==> src/rtl/alu_seq_unit.sv <==
// Multi-cycle ALU: decodes ALUop/func, runs single-cycle ops directly and
// shifts/multiply one bit per cycle behind a start/busy/done handshake.
module alu_seq_unit #(
   parameter int unsigned WIDTH = 16
) (
   input  logic             clk,
   input  logic             reset,
   input  logic             start,
   input  logic [1:0]       ALUop,
   input  logic [3:0]       func,
   input  logic [WIDTH-1:0] a,
   input  logic [WIDTH-1:0] b,
   output logic [WIDTH-1:0] result,
   output logic             zero,
   output logic             busy,
   output logic             done,
   output logic             illegal
);

   localparam int unsigned SHW = $clog2(WIDTH);

   typedef enum logic {IDLE, EXEC} state_e;

   // Ordering of the first twelve entries matches the func encoding.
   typedef enum logic [3:0] {
      OP_ADD, OP_SUB, OP_AND, OP_OR, OP_NOR, OP_NAND, OP_XOR, OP_SLT,
      OP_SLL, OP_SRL, OP_SRA, OP_MUL, OP_ILL
   } op_e;

   state_e           state, state_d;
   op_e              op_q, op_d, dec_op, s_op;
   logic [WIDTH-1:0] acc, acc_d, mc, mc_d, mp, mp_d;
   logic [WIDTH-1:0] s_acc, s_mc, s_mp, step_acc, step_mc, step_mp;
   logic [WIDTH-1:0] alu_res, result_d;
   logic [SHW-1:0]   cnt, cnt_d, n;
   logic             zero_d, busy_d, done_d, illegal_d, is_shift;

   assign n = b[SHW-1:0];

   // Operation decode and single-cycle datapath
   always_comb begin
      dec_op  = OP_ILL;
      alu_res = '0;
      case (ALUop)
         2'd0: dec_op = OP_ADD;
         2'd1: dec_op = OP_SUB;
         2'd3: dec_op = OP_OR;
         default: dec_op = (func >= 4'd12) ? OP_ILL : op_e'(func);
      endcase
      is_shift = (dec_op == OP_SLL) || (dec_op == OP_SRL) || (dec_op == OP_SRA);
      case (dec_op)
         OP_ADD:  alu_res = a + b;
         OP_SUB:  alu_res = a - b;
         OP_AND:  alu_res = a & b;
         OP_OR:   alu_res = a | b;
         OP_NOR:  alu_res = ~(a | b);
         OP_NAND: alu_res = ~(a & b);
         OP_XOR:  alu_res = a ^ b;
         OP_SLT:  alu_res = {{(WIDTH-1){1'b0}}, ($signed(a) < $signed(b))};
         default: alu_res = '0;
      endcase
   end

   // One iteration of shift or shift-add multiply; fed from the inputs in
   // the accept cycle and from the working registers while executing.
   always_comb begin
      if (state == IDLE) begin
         s_op  = dec_op;
         s_acc = (dec_op == OP_MUL) ? '0 : a;
         s_mc  = a;
         s_mp  = b;
      end else begin
         s_op  = op_q;
         s_acc = acc;
         s_mc  = mc;
         s_mp  = mp;
      end
      step_acc = s_acc;
      step_mc  = s_mc;
      step_mp  = s_mp;
      case (s_op)
         OP_SLL: step_acc = s_acc << 1;
         OP_SRL: step_acc = s_acc >> 1;
         OP_SRA: step_acc = {s_acc[WIDTH-1], s_acc[WIDTH-1:1]};
         OP_MUL: begin
            step_acc = s_acc + (s_mp[0] ? s_mc : '0);
            step_mc  = s_mc << 1;
            step_mp  = s_mp >> 1;
         end
         default: ;
      endcase
   end

   // Next-state and registered-output logic
   always_comb begin
      state_d   = state;
      op_d      = op_q;
      acc_d     = acc;
      mc_d      = mc;
      mp_d      = mp;
      cnt_d     = cnt;
      result_d  = result;
      illegal_d = illegal;
      busy_d    = busy;
      done_d    = 1'b0;
      case (state)
         IDLE: begin
            if (start) begin
               if (dec_op == OP_MUL || (is_shift && n > SHW'(1))) begin
                  state_d = EXEC;
                  busy_d  = 1'b1;
                  op_d    = dec_op;
                  acc_d   = step_acc;
                  mc_d    = step_mc;
                  mp_d    = step_mp;
                  cnt_d   = (dec_op == OP_MUL) ? SHW'(WIDTH - 1) : n - SHW'(1);
               end else begin
                  done_d    = 1'b1;
                  illegal_d = (dec_op == OP_ILL);
                  if (is_shift) result_d = (n == '0) ? a : step_acc;
                  else          result_d = alu_res;
               end
            end
         end
         EXEC: begin
            acc_d = step_acc;
            mc_d  = step_mc;
            mp_d  = step_mp;
            cnt_d = cnt - SHW'(1);
            if (cnt == SHW'(1)) begin
               state_d   = IDLE;
               busy_d    = 1'b0;
               done_d    = 1'b1;
               result_d  = step_acc;
               illegal_d = 1'b0;
            end
         end
         default: state_d = IDLE;
      endcase
      zero_d = (result_d == '0);
   end

   always_ff @(posedge clk) begin
      if (reset) begin
         state   <= IDLE;
         op_q    <= OP_ADD;
         acc     <= '0;
         mc      <= '0;
         mp      <= '0;
         cnt     <= '0;
         result  <= '0;
         zero    <= 1'b1;
         busy    <= 1'b0;
         done    <= 1'b0;
         illegal <= 1'b0;
      end else begin
         state   <= state_d;
         op_q    <= op_d;
         acc     <= acc_d;
         mc      <= mc_d;
         mp      <= mp_d;
         cnt     <= cnt_d;
         result  <= result_d;
         zero    <= zero_d;
         busy    <= busy_d;
         done    <= done_d;
         illegal <= illegal_d;
      end
   end

endmodule
==> config.mk <==
export PLATFORM = sky130hd
export DESIGN_NAME = alu_seq_unit
export DESIGN_NICKNAME = d
export VERILOG_FILES = /design/src/rtl/alu_seq_unit.sv
export SDC_FILE = /design/constraint.sdc
export NUM_CORES = 1
export LEC_CHECK = 0
export CAP_MARGIN = 20
export CORE_MARGIN = 2
export CORE_UTILIZATION = 25
export CTS_BUF_LIST = sky130_fd_sc_hd__clkbuf_4 sky130_fd_sc_hd__clkbuf_8 sky130_fd_sc_hd__clkbuf_16
export CTS_CLUSTER_SIZE = 14
export DETAILED_ROUTE_END_ITERATION = 7
export DONT_BUFFER_PORTS = 1
export PLACE_DENSITY = 0.48
export SLEW_MARGIN = 20
export SYNTH_ARGS = -nofsm -noshare
export SYNTH_HDL_FRONTEND = slang
export SYNTH_SLANG_ARGS = --single-unit
==> constraint.sdc <==
create_clock -name clk -period 6.7 [get_ports clk]
set_clock_uncertainty 0.05 [all_clocks]
set_input_delay 1.675 -clock clk [delete_from_list [all_inputs] [get_ports clk]]
set_output_delay 1.675 -clock clk [all_outputs]
set_load 0.005 [all_outputs]
Yosys cells after proc, flatten, opt, wreduce, memory -nomap -nowiden
Cells that the tools add are included.
{ "word_totals": {"ff_bits": 77, "out_inout_bits": 20, "wordCells": 106} }
{ "classes": {"addsub": 5, "order_cmp": 3, "n_eq_ne": 23, "mux": 46, "bitwise": 6, "reduce_logical": 12} }
{ "op_table": {"columns": ["operator", "n"], "rows": [
  ["16-bit 2-to-1 mux", 18],
  ["16-bit one-hot mux with 2 select lines", 4],
  ["16-bit one-hot mux with 8 select lines", 1],
  ["16-bit one-hot mux with 4 select lines", 1],
  ["4-bit == test (second input constant)", 9],
  ["16-bit adder", 2],
  ["16-bit inverter", 2],
  ["4-bit 2-to-1 mux", 5],
  ["16-bit bitwise AND", 1],
  ["4-bit by 3-bit == test with 1-bit output (second input constant)", 4],
  ["16-bit logical NOT", 1],
  ["16-bit less-than comparator", 1],
  ["16-bit OR", 1],
  ["16-bit subtractor", 1],
  ["16-bit XOR", 1],
  ["4-bit one-hot mux with 3 select lines", 1],
  ["1-bit 2-to-1 mux", 11],
  ["3-bit AND reduction", 3],
  ["4-bit by 1-bit == test with 1-bit output (second input constant)", 2],
  ["4-bit by 2-bit == test with 1-bit output (second input constant)", 2],
  ["4-bit logical NOT", 2],
  ["1-bit one-hot mux with 2 select lines", 4],
  ["4-bit one-hot mux with 2 select lines", 1],
  ["4-bit by 1-bit subtractor with 4-bit output (second input constant)", 2],
  ["other kinds (11)", 15]
]} }

Depth between registers and ports, before layout
Gate-level depths: netlist of the first run.
{ "logic_depth": {"word_depth": 14, "depth_mapped": 24, "depth_no_buf": 16} }

Least setup slack after synthesis of the first run
Ideal clock, no wire load.
{ "synth_timing": {"kind": "register to register", "startpoint": "register state", "endpoint": "register zero", "setup_ns": 0.096, "arrival_time_ns": 5.363, "setup_slack_ns": 1.191, "stages_incl_launch_ff": 25, "path_cell_list": "dfxtp_1 -> buf_4 -> buf_2 -> buf_4 -> buf_2 -> buf_2 -> clkbuf_1 -> clkbuf_1 -> clkbuf_1 -> clkbuf_1 -> clkbuf_1 -> nand2_1 -> a21oi_1 -> ha_1 -> buf_1 -> o21ai_0 -> mux2_1 -> o41ai_2 -> xnor2_1 -> o21ai_1 -> a221o_1 -> a211oi_1 -> nand4_1 -> or4_1 -> o41ai_2"} }
{ "synth_between": {"elab_chain_len": 10} }
{ "synth_rtl": {"columns": ["element", "line", "text"], "rows": [
  ["start, declared", "30", "state_e state, state_d;"],
  ["start signal, assigned", "157", "state <= state_d;"],
  ["16-bit 2-to-1 mux", "67", "if (state == IDLE) begin"],
  ["16-bit 2-to-1 mux", "86", "step_acc = s_acc + (s_mp[0] ? s_mc : '0);"],
  ["16-bit adder", "86", null],
  ["16-bit one-hot mux with 4 select lines", "81", "case (s_op)"],
  ["16-bit 2-to-1 mux (2 in a row)", "120", "if (is_shift) result_d = (n == '0) ? a : step_acc;"],
  ["16-bit 2-to-1 mux", "109", "if (dec_op == OP_MUL || (is_shift && n > SHW'(1))) begin"],
  ["16-bit 2-to-1 mux", "108", "if (start) begin"],
  ["16-bit one-hot mux with 2 select lines *", "106", "case (state)"],
  ["16-bit logical NOT *", "140", "zero_d = (result_d == '0);"],
  ["end signal, assigned", "164", "zero <= zero_d;"],
  ["end, declared", "14", "output logic zero,"]
]} }
Mark *: on every way between the ends. The rest lies on a longest branch, timed or not.
A chain may end at the register's enable or synchronous reset.

Worst setup path after layout of the first run
{ "layout_timing": {"startpoint": "input ALUop[0]", "endpoint": "register zero"} }
{ "layout_between": {"elab_chain_len": 13} }
{ "layout_rtl": {"columns": ["element", "line", "text"], "rows": [
  ["start, declared", "9", "input logic [1:0] ALUop,"],
  ["2-bit == test (tied with other cells)", "44", "case (ALUop)"],
  ["4-bit one-hot mux with 3 select lines *", "44", null],
  ["4-bit == test", "69, 109", null],
  ["16-bit 2-to-1 mux", "69", "s_acc = (dec_op == OP_MUL) ? '0 : a;"],
  ["16-bit 2-to-1 mux", "67", null],
  ["16-bit adder", "86", null],
  ["16-bit one-hot mux with 4 select lines", "81", null],
  ["16-bit 2-to-1 mux (2 in a row)", "120", null],
  ["16-bit 2-to-1 mux", "109", null],
  ["16-bit 2-to-1 mux", "108", null],
  ["16-bit one-hot mux with 2 select lines *", "106", null],
  ["16-bit logical NOT *", "140", null]
]} }
Marks and branches as above.

==> impl_metrics.yaml, run 1 <==
yosys:
  postSynthNetCount: 1311
  synth.ff_latch_count: 77
  synth-main-ff-cell: "sky130_fd_sc_hd__dfxtp_1"
  synth-edff-count: 0
  synth_async_sr_flop_share_pct: 0
  synth.distinct_cells: 96
  syn_area_sq_um: 8940
  yosys_warnings: 0
  postSynthAreaPerCell_sq_um: 7.43
  post_synth_inst_count: 1202
  seq_area_frac_synth_pct: 17.3
drt:
  met3RoutedLength_microns: 3460
  routed_via_density: 5.75
  initialDrtViolationCount: 850
  wl_met1_microns: 16200
  antenna_violating_nets_post_route: 0
  drc_errors: 0
  via_total_after_detailed_routing: 9311
  drtPass1Iterations: 5
  route.detailed.wl_per_inst_microns: 22.9
  routed.top_layer: "met4"
  wl_microns: 37000
  detailroute.wirelength.met2_microns: 16300
cts:
  cts.hold.buffers_added: 0
  buffers_inserted_during_post_cts_setup_optimization: 0
  clock_tree.buffer_depth: 2
  cts_tree: "built"
  root_buffer: "sky130_fd_sc_hd__clkbuf_16"
  clk-insertion-delay-late_ns: 0.35
  cts_resized: 0
  cts_num_sinks: 77
  ctsHtreeMaxLevel: 3
  cts.reportedPaths.clkPinSlew_ns: 0.07
  numCtsBuffers: 9
sta:
  maxSlewViolCount: 0
  tns_ns: 0
  hold_violations: 0
  peak_freq_mhz: 180
  unrepaired_setup_endpoints_after_global_routing: "false"
  post-route-min-period_ns: 5.54
  setup_failing_eps_final: 0
  min_period_over_period_pct: 82.7
  max_slew_margin_pct: 24.6
  actual_transition_at_the_worst_max_transition_pin_ns: 1.10
  finalHoldWorstSlack_ns: 0.400
floorplanning:
  design.die.area_sq_um: 37300
  die_width_microns: 193
  num_rows: 69
  floorplan.initialDensity_pct: 25.2
  chipHeight_microns: 193
  io_pins: 61
  core-area_sq_um: 35400
global_routing:
  grtUsageTotal_pct: 19.8
  grt.overflow.total: 0
  first_global_vias: 9000
  grt_pass1_wl_microns: 55600
  largest_net_degree_at_the_start_of_global_routing: 72
  number_of_antenna_violations_at_the_first_check_in_global_routing: 0
placement:
  place_congestion: 0.918
  half_perimeter_wire_length_of_the_detailed_placement_result_microns: 28100
  port_buffers: 0
setup_path:
  critPathMaxFanout: 17
  timing.setup.critical_path_class: "in2reg"
  critical_path_required_ns: 6.90
  crit_path_end_kind: "flop"
  crit_path_start_kind: "primary input"
  critical_path_arrival_ns: 5.74
outcome:
  outcome: "finished clean"
power_and_ir_drop:
  power_density_nw_per_um2: 161
  max_rail_drop_vdd_mv: 0.0983
  power_leakage_nw: 3.60
layout:
  most_frequent_cells_in_the_layout: "146 x sky130_fd_sc_hd__nand2_1, 128 x sky130_fd_sc_hd__nor2_1, 120 x sky130_fd_sc_hd__a21oi_1"
  syn_to_final_growth_pct: 8.41
  storage_element_area_sq_um: 1550
  num-nets-final: 1262
  most_common_cell_after_layout_fill_and_taps_aside: "sky130_fd_sc_hd__nand2_1"
  filler_cell_count: 3864
  antenna-diode-count: 0
  multiInputGateArea_sq_um: 6800
  drive_above_1_share_pct: 9.59
worst_hold_path:
  min-delay-path-class: "reg2reg"
run:
  max_cap_viol_count: 0
layout make-up:
cell class	count	share of cell area [%]
clock buffers	12	2.62
clock inverters	4	0.749
inverters	65	2.52
multi-input cells	974	70.2
flip-flops and latches	77	15.9
well taps	461	5.95
repair buffers	26	2.01
synth_stat cells, types with 6 or more instances:
cell type                     n  area (sq um)
sky130_fd_sc_hd__a2111oi_0    6          52.6
sky130_fd_sc_hd__a211oi_1    23           173
sky130_fd_sc_hd__a21o_1      16           120
sky130_fd_sc_hd__a21oi_1    121           606
sky130_fd_sc_hd__a221o_1      8          80.1
sky130_fd_sc_hd__a221oi_1    21           184
sky130_fd_sc_hd__a22oi_1     12          90.1
sky130_fd_sc_hd__a311oi_1     6          52.6
sky130_fd_sc_hd__a31oi_1     11          68.8
sky130_fd_sc_hd__a32oi_1      6          52.6
sky130_fd_sc_hd__and2_1      13          81.3
sky130_fd_sc_hd__and3_1       6          37.5
sky130_fd_sc_hd__buf_1        7          26.3
sky130_fd_sc_hd__buf_2       14          70.1
sky130_fd_sc_hd__clkbuf_1    59           221
sky130_fd_sc_hd__dfxtp_1     77          1540
sky130_fd_sc_hd__ha_1        66           826
sky130_fd_sc_hd__inv_1       65           244
sky130_fd_sc_hd__mux2i_1     15           150
sky130_fd_sc_hd__mux4_2      25           563
sky130_fd_sc_hd__nand2_1    146           548
sky130_fd_sc_hd__nand2b_1    15          93.8
sky130_fd_sc_hd__nand3_1     19          95.1
sky130_fd_sc_hd__nand3b_1    10          75.1
sky130_fd_sc_hd__nand4_1      7          43.8
sky130_fd_sc_hd__nor2_1     128           480
sky130_fd_sc_hd__nor2b_1     11          68.8
sky130_fd_sc_hd__nor3_1      31           155
sky130_fd_sc_hd__o2111ai_1    8          70.1
sky130_fd_sc_hd__o211ai_1     8          60.1
sky130_fd_sc_hd__o21ai_0     57           285
sky130_fd_sc_hd__o21bai_1     8          60.1
sky130_fd_sc_hd__o221ai_1    12           105
sky130_fd_sc_hd__o22ai_1      9          56.3
sky130_fd_sc_hd__o31ai_1      7          52.6
sky130_fd_sc_hd__or3_1        8          50.1
sky130_fd_sc_hd__xnor2_1     15           131
sky130_fd_sc_hd__xor2_1       8          70.1
per-stage QoR:
stage / instances / utilization (%) / power [mW] / setup slack, ns / cell area (sq um)
after global routing: 1619 / 27.4 / 1.63 / 0.799 / 9690
after CTS: 1619 / 27.4 / 1.56 / 1.21 / 9690
final: 1619 / 27.4 / 1.56 / 1.16 / 9690
after floorplan: 1202 / - / 0.870 / 1.19 / 8940
after detailed placement: 1603 / 26.4 / 0.990 / 0.851 / 9360
after global placement: 1603 / 26.4 / 0.989 / 0.923 / 9360
cells by family after synthesis:
group | Yosys count | share of synthesized area (%)
adder cells (fa/ha/maj) | 70 | 9.91
AO/OA/AOI/OAI | 409 | 32.4
flip-flops | 77 | 17.3
AND/OR/NAND/NOR | 426 | 22.5
XOR/XNOR | 24 | 2.44
multiplexers | 45 | 8.61
buffers and inverters | 151 | 6.87
worst max-delay path: stages:
cell and delay (ns):
sky130_fd_sc_hd__and4bb_4 0.51, sky130_fd_sc_hd__nand2_1 0.25, sky130_fd_sc_hd__a22oi_1 0.36, sky130_fd_sc_hd__inv_1 0.08
sky130_fd_sc_hd__ha_1 0.33, sky130_fd_sc_hd__a21o_1 0.24, sky130_fd_sc_hd__maj3_1 0.35, sky130_fd_sc_hd__a31oi_1 0.24
sky130_fd_sc_hd__o31ai_4 0.14, sky130_fd_sc_hd__mux2i_1 0.15, sky130_fd_sc_hd__nor4_2 0.26, sky130_fd_sc_hd__and4_1 0.27
sky130_fd_sc_hd__nand4_1 0.14, sky130_fd_sc_hd__or4_1 0.55, sky130_fd_sc_hd__o41ai_2 0.19
final timing paths:
| kind | startpoint | endpoint | slack (ns) | cells past startpoint |
|---|---|---|---|---|
| hold / removal | acc[10] | acc[10] | 0.40 | 2 |
| setup reg to reg | state | zero | 1.68 | 15 |
| setup / recovery | ALUop[0] | zero | 1.16 | 15 |
| hold reg to reg | acc[10] | acc[10] | 0.40 | 2 |
state kept, by name, summed over array words and instances, names as in the netlist:
signal and flops:
busy 1, done 1, mp 16, mc 16, state 1, zero 1, acc 16, op_q 4
cnt 4, result 16, illegal 1
power by group:
| part | total (mW) | internal, mW | switching (mW) | leakage (nW) |
|---|---|---|---|---|
| combinational | 0.481 | 0.188 | 0.293 | 2.81 |
| sequential | 0.510 | 0.478 | 0.0317 | 0.628 |
| clock | 0.569 | 0.345 | 0.223 | 0.160 |
| total | 1.56 | 1.01 | 0.548 | 3.60 |
metal layers:
| metal | vias to the layer above | GRT usage (%) |
|---|---|---|
| met2 | 383 | 30.8 |
| met1 | 4497 | 26.3 |
| met5 | - | 0.531 |
| met3 | 63 | 6.03 |
| met4 | 0 | 6.09 |
| li1 | 4368 | - |
(Power assumes the default switching activity.)
==> run 2: changes to the inputs <==
--- a/config.mk
+++ b/config.mk
@@ -12,7 +12,7 @@
 export CTS_CLUSTER_SIZE = 14
 export DETAILED_ROUTE_END_ITERATION = 7
 export DONT_BUFFER_PORTS = 1
-export PLACE_DENSITY = 0.48
+export PLACE_DENSITY = 0.5
 export SLEW_MARGIN = 20
 export SYNTH_ARGS = -nofsm -noshare
 export SYNTH_HDL_FRONTEND = slang
==> constraint.sdc (replaced) <==
create_clock -name clk -period 4.4 [get_ports clk]
set_clock_uncertainty 0.05 [all_clocks]
set_input_delay 1.1 -clock clk [delete_from_list [all_inputs] [get_ports clk]]
set_output_delay 1.1 -clock clk [all_outputs]
set_load 0.005 [all_outputs]
==> run 2 against run 1 <==
  * Sequential share of layout area shrank 1.8 points
  * Utilization grew 3.6 points
  * Wire length grew 1.5%
  * Critical path depth grew 1
  * Largest cell class unchanged
  * Cell count grew 8.4%
  * Sequential power grew 52%
  * Register-to-register slack lost 1.3 ns
  * Total power grew 60%
  * Clock-buffer cell count shrank 2
  * Critical endpoint unchanged
==> impl_metrics.yaml, run 2 (synthesized netlist as in run 1, its figures left out) <==
run:
  max_cap_viol_count: 0
cts:
  cts.hold.buffers_added: 0
  clk-insertion-delay-late_ns: 0.37
  cts_num_sinks: 77
  cts_tree: "built"
  numCtsBuffers: 9
  clock_tree.buffer_depth: 2
  cts.reportedPaths.clkPinSlew_ns: 0.07
  ctsHtreeMaxLevel: 3
  root_buffer: "sky130_fd_sc_hd__clkbuf_16"
setup_path:
  worst_path_dominant_cell_family: "simple AND/OR/NAND/NOR gates"
  timing.setup.critical_path_class: "in2reg"
  crit_chain: "nand4bb_4 > nor2_4 > buf_4 > a2bb2oi_2 > inv_1 > ha_4 > a21boi_0 > a311oi_2 > or3_4 > o31ai_4 > mux2i_1 > nor4_2 > and4_1 > nand4_1 > or4_4 > o41ai_2"
  critical_path_arrival_ns: 4.54
  slowest_library_cell_on_the_worst_path: "sky130_fd_sc_hd__or3_4"
  crit_path_start_kind: "primary input"
  critical_path_required_ns: 4.63
  critPathMaxFanout: 17
  worstRegToRegCells: 14
  critical_path_cell_count: 16
  crit_path_end_kind: "flop"
  cpPeakStageDelay_ns: 0.47
  timing.critical_path.buf_inv: 2
power_and_ir_drop:
  comb_power_share_pct: 36.0
  power_density_nw_per_um2: 228
  power_switching_share_pct: 36.2
  max_rail_drop_vdd_mv: 0.185
  clock_power_share_pct: 33.0
  internal_power_consumption_mw: 1.59
  power_leakage_nw: 4.34
  switchingPower_mw: 0.905
  seq_power_share_pct: 31.0
global_routing:
  grtUsageTotal_pct: 20.3
  largest_net_degree_at_the_start_of_global_routing: 72
  number_of_antenna_violations_at_the_first_check_in_global_routing: 1
  grt.overflow.total: 0
  first_global_vias: 9427
  grt_pass1_wl_microns: 57200
sta:
  peak_freq_mhz: 232
  finalHoldWorstSlack_ns: 0.405
  hold_violations: 0
  min_period_over_period_pct: 97.9
  post-route-min-period_ns: 4.31
  setup_failing_eps_final: 0
  max_slew_margin_pct: 23.3
  actual_transition_at_the_worst_max_transition_pin_ns: 1.15
  worst_setup_slack_final_ns: 0.0908
  maxSlewViolCount: 0
drt:
  route.detailed.wl_per_inst_microns: 21.4
  routed_via_density: 5.63
  initialDrtViolationCount: 974
  wl_microns: 37600
  antenna_violating_nets_post_route: 0
  drc_errors: 0
  drtPass1Iterations: 6
  via_total_after_detailed_routing: 9884
placement:
  placed_area_sq_um: 10500
  dpl_worst_slack_ns: -0.358
  half_perimeter_wire_length_of_the_detailed_placement_result_microns: 29300
  place_congestion: 0.894
  port_buffers: 0
worst_hold_path:
  depth_of_the_worst_hold_timing_path: 2
  min-delay-path-class: "reg2reg"
floorplanning:
  die_width_microns: 193
  io_pins: 61
  num_rows: 69
  floorplan.initialDensity_pct: 25.2
  chipHeight_microns: 193
  core-area_sq_um: 35400
  design.die.area_sq_um: 37300
layout:
  num-nets-final: 1398
  most_frequent_cells_in_the_layout: "156 x sky130_fd_sc_hd__buf_4, 145 x sky130_fd_sc_hd__nand2_1, 127 x sky130_fd_sc_hd__nor2_1"
  antenna-diode-count: 0
  drive_above_1_share_pct: 20.9
  fin_area_sq_um: 11000
  most_common_cell_after_layout_fill_and_taps_aside: "sky130_fd_sc_hd__buf_4"
  syn_to_final_growth_pct: 22.6
outcome:
  outcome: "finished clean"
-- run 2: cell type report --
| cell class | instances | area [sq um] |
|---|---|---|
| sequential | 77 | 1550 |
| clock inverter | 6 | 71.3 |
| clock buffer | 10 | 239 |
| tap | 461 | 577 |
| multi-input combinational | 974 | 7000 |
| fill | 3819 | 24400 |
| timing repair buffer | 162 | 1280 |
| inverter | 65 | 244 |
-- run 2: what timing repair did --
| item | 4_1_cts | 5_1_grt |
|---|---|---|
| buffers inserted | 0 | 3 |
| gates resized for setup | 0 | 20 |
| endpoints found under the setup margin | 0 | 2 |
-- run 2: through the flow --
step / utilization (%) / std cells / TNS [ns] / total power [mW]
2_1_floorplan: - / 1202 / -0.0709 / 1.34
3_3_place_gp: 29.7 / 1735 / -0.606 / 1.65
3_5_place_dp: 29.7 / 1736 / -0.827 / 1.65
4_1_cts: 30.5 / 1752 / 0 / 2.49
5_1_grt: 31.0 / 1755 / -0.0240 / 2.62
6_report: 31.0 / 1755 / 0 / 2.50
-- run 2: worst register-to-register path: stages (launching register included) --
cell,delay (ns)
sky130_fd_sc_hd__dfxtp_4,0.44
sky130_fd_sc_hd__nor2b_2,0.20
sky130_fd_sc_hd__a21oi_1,0.10
sky130_fd_sc_hd__a21oi_1,0.27
sky130_fd_sc_hd__ha_4,0.21
sky130_fd_sc_hd__a21boi_0,0.29
sky130_fd_sc_hd__a311oi_2,0.12
sky130_fd_sc_hd__or3_4,0.47
sky130_fd_sc_hd__o31ai_4,0.28
sky130_fd_sc_hd__mux2i_1,0.13
sky130_fd_sc_hd__nor4_2,0.33
sky130_fd_sc_hd__and4_1,0.25
sky130_fd_sc_hd__nand4_1,0.16
sky130_fd_sc_hd__or4_4,0.47
sky130_fd_sc_hd__o41ai_2,0.19
-- run 2: per-layer routing --
| metal | GRT usage [%] | vias up | part of all wire (%) |
|---|---|---|---|
| met1 | 27.7 | 4779 | 45 |
| met3 | 4.11 | 49 | 8.3 |
| met5 | 0 | - | 0 |
| met2 | 32.1 | 420 | 45 |
| met4 | 5.86 | 0 | 2.3 |
| li1 | - | 4636 | - |
-- run 2: power by group through the flow --
stage	Clock [mW]	Sequential, mW	Combinational (mW)
4_1_cts	0.842	0.772	0.871
6_report	0.825	0.774	0.901
3_5_place_dp	0	0.788	0.866
3_3_place_gp	0	0.787	0.863
2_1_floorplan	0	0.766	0.573
5_1_grt	0.872	0.777	0.976
-- run 2: path summary, 6_finish.rpt --
check,startpoint,to,slack (ns)
setup reg to reg,state,zero,0.36
hold reg to reg,acc[7],acc[7],0.40
hold / removal,acc[7],acc[7],0.40
setup / recovery,ALUop[0],zero,0.09
==> run 3: changes to the inputs <==
--- a/config.mk
+++ b/config.mk
@@ -7,12 +7,12 @@
 export LEC_CHECK = 0
 export CAP_MARGIN = 20
 export CORE_MARGIN = 2
-export CORE_UTILIZATION = 25
+export CORE_UTILIZATION = 60
 export CTS_BUF_LIST = sky130_fd_sc_hd__clkbuf_4 sky130_fd_sc_hd__clkbuf_8 sky130_fd_sc_hd__clkbuf_16
 export CTS_CLUSTER_SIZE = 14
 export DETAILED_ROUTE_END_ITERATION = 7
 export DONT_BUFFER_PORTS = 1
-export PLACE_DENSITY = 0.5
+export PLACE_DENSITY = 0.89
 export SLEW_MARGIN = 20
 export SYNTH_ARGS = -nofsm -noshare
 export SYNTH_HDL_FRONTEND = slang
==> run 3 against run 2 <==
  * The run now ends with design-rule violations left
  * First-iteration DRC count grew 71%
  * Largest power group unchanged
  * Cell count shrank 18%
  * Combinational power shrank 6.0%
  * Worst setup slack gained 0.028 ns
  * Clock power shrank 6.9%
  * Die area shrank 57%
  * Sequential power is essentially flat
  * Flip-flop and latch count is the same
  * Design area shrank 6.8%
==> impl_metrics.yaml, run 3 (synthesized netlist as in run 1, its figures left out) <==
outcome:
  outcome: "finished with violations"
  violated_checks: "design-rule violations"
cts:
  cts.reportedPaths.clkPinSlew_ns: 0.06
  root_buffer: "sky130_fd_sc_hd__clkbuf_16"
  clk-insertion-delay-late_ns: 0.36
  clock_tree.buffer_depth: 2
  cts.hold.buffers_added: 0
  cts_num_sinks: 77
  ctsHtreeMaxLevel: 3
  cts_tree: "built"
  numCtsBuffers: 9
worst_hold_path:
  min-delay-path-class: "reg2reg"
placement:
  place_congestion: 0.996
  half_perimeter_wire_length_of_the_detailed_placement_result_microns: 24800
  dpl_worst_slack_ns: -0.366
  port_buffers: 0
layout:
  num-nets-final: 1357
  filler_cell_count: 1165
  syn_to_final_growth_pct: 14.3
  most_frequent_cells_in_the_layout: "145 x sky130_fd_sc_hd__nand2_1, 127 x sky130_fd_sc_hd__nor2_1, 119 x sky130_fd_sc_hd__a21oi_1, 119 x sky130_fd_sc_hd__buf_4, 76 x sky130_fd_sc_hd__dfxtp_1"
  drive_above_1_share_pct: 18.1
  antenna-diode-count: 0
  most_common_cell_after_layout_fill_and_taps_aside: "sky130_fd_sc_hd__nand2_1"
power_and_ir_drop:
  power_mw: 2.39
  max_rail_drop_vdd_mv: 0.269
  clock_power_share_pct: 32.2
  comb_power_share_pct: 35.5
  seq_power_share_pct: 32.3
  internal_power_consumption_mw: 1.54
  power_leakage_nw: 4.11
  power_switching_share_pct: 35.4
  power_density_nw_per_um2: 234
  switchingPower_mw: 0.844
global_routing:
  grt.overflow.total: 0
  grtUsageTotal_pct: 40.7
  grt_pass1_wl_microns: 51700
  first_global_vias: 9568
  largest_net_degree_at_the_start_of_global_routing: 72
  number_of_antenna_violations_at_the_first_check_in_global_routing: 0
drt:
  drc_errors: 1
  initialDrtViolationCount: 1661
  via_total_after_detailed_routing: 10300
  route.detailed.wl_per_inst_microns: 23.2
  routed_via_density: 7.14
  drtPass1Iterations: 8
  wl_microns: 33400
  antenna_violating_nets_post_route: 0
setup_path:
  critical_path_arrival_ns: 4.50
  worstRegToRegCells: 14
  ff2ff_setup_slack_ns: 0.39
  timing.setup.critical_path_class: "in2reg"
  worstSetupStartpoint: "ALUop[0]"
  critical_path_required_ns: 4.61
  crit_path_end_kind: "flop"
  crit-reg2reg-capture: "zero"
  crit_path_start_kind: "primary input"
  setup.worst_path.end: "zero"
  critPathMaxFanout: 17
  reg2reg_from: "state"
floorplanning:
  io_pins: 61
  floorplan.initialDensity_pct: 61.5
  die_width_microns: 126
  core-area_sq_um: 14500
  chipHeight_microns: 126
  design.die.area_sq_um: 15900
  num_rows: 44
sta:
  min_period_over_period_pct: 97.3
  hold_violations: 0
  finalHoldWorstSlack_ns: 0.400
  actual_transition_at_the_worst_max_transition_pin_ns: 0.934
  worst_setup_slack_final_ns: 0.119
  post-route-min-period_ns: 4.28
  peak_freq_mhz: 234
  setup_failing_eps_final: 0
  maxSlewViolCount: 0
  max_slew_margin_pct: 36.1
run:
  max_cap_viol_count: 0
[run 3: per-stage QoR]
| step | instances | util, % | setup TNS [ns] | cell area [sq um] |
|---|---|---|---|---|
| after floorplan | 1202 | - | -0.0709 | 9110 |
| after global placement | 1419 | 67.6 | -0.355 | 9820 |
| after detailed placement | 1419 | 67.6 | -0.628 | 9830 |
| after CTS | 1434 | 69.6 | 0 | 10100 |
| after global routing | 1436 | 70.3 | -0.0368 | 10200 |
| final | 1436 | 70.3 | 0 | 10200 |
[run 3: how the worst min path moves through the flow]
stage | startpoint | endpoint | cells past startpoint | slack (ns)
after global placement | mc[9] | mc[9] | 2 | 0.38
after detailed placement | acc[10] | acc[10] | 2 | 0.39
after global routing | acc[10] | acc[10] | 2 | 0.42
final | acc[10] | acc[10] | 2 | 0.40
after floorplan | acc[7] | acc[7] | 2 | 0.38
after CTS | acc[10] | acc[10] | 2 | 0.40
[run 3: repair_timing]
action | 4_1_cts | 5_1_grt
resized for setup | 1 | 13
buffers inserted | 0 | 2
pin swaps | 0 | 8
setup endpoints to repair | 1 | 1
[run 3: area by class of cell]
type / instances / area (sq um) / area share (%)
Sequential cell: 77 / 1550 / 15.1
Tap cell: 184 / 230 / 2.25
Clock buffer: 10 / 233 / 2.28
Timing Repair Buffer: 121 / 933 / 9.14
Inverter: 65 / 244 / 2.39
Multi-Input combinational cell: 974 / 6960 / 68.2
Clock inverter: 5 / 61.3 / 0.600
[run 3: routing by layer]
layer  up-vias  track usage, %  share of wire [%]
met5         -               0                  0
met4         0            18.7                5.2
met3       181            11.9                 14
met2       778            62.8                 44
met1      4742            52.7                 37
li1       4553               -                  -
[run 3: critical path, stage by stage]
cell and delay (ns):
sky130_fd_sc_hd__nand4bb_4 0.22, sky130_fd_sc_hd__nor2_4 0.15, sky130_fd_sc_hd__buf_4 0.15, sky130_fd_sc_hd__a2bb2oi_2 0.15, sky130_fd_sc_hd__inv_1 0.06, sky130_fd_sc_hd__ha_2 0.20
sky130_fd_sc_hd__ha_1 0.20, sky130_fd_sc_hd__a41o_1 0.23, sky130_fd_sc_hd__a31oi_4 0.19, sky130_fd_sc_hd__buf_4 0.15, sky130_fd_sc_hd__xnor2_1 0.14, sky130_fd_sc_hd__a21bo_2 0.16
sky130_fd_sc_hd__a22oi_1 0.08, sky130_fd_sc_hd__a22oi_1 0.20, sky130_fd_sc_hd__and4_1 0.24, sky130_fd_sc_hd__nand4_1 0.15, sky130_fd_sc_hd__or4_4 0.52, sky130_fd_sc_hd__o41ai_2 0.19
[run 3: power by group through the flow]
stage / Clock (mW) / Combinational, mW / Sequential [mW]
2_1_floorplan: 0 / 0.573 / 0.766
3_3_place_gp: 0 / 0.780 / 0.781
3_5_place_dp: 0 / 0.796 / 0.782
4_1_cts: 0.766 / 0.804 / 0.767
5_1_grt: 0.789 / 0.907 / 0.772
6_report: 0.768 / 0.847 / 0.771
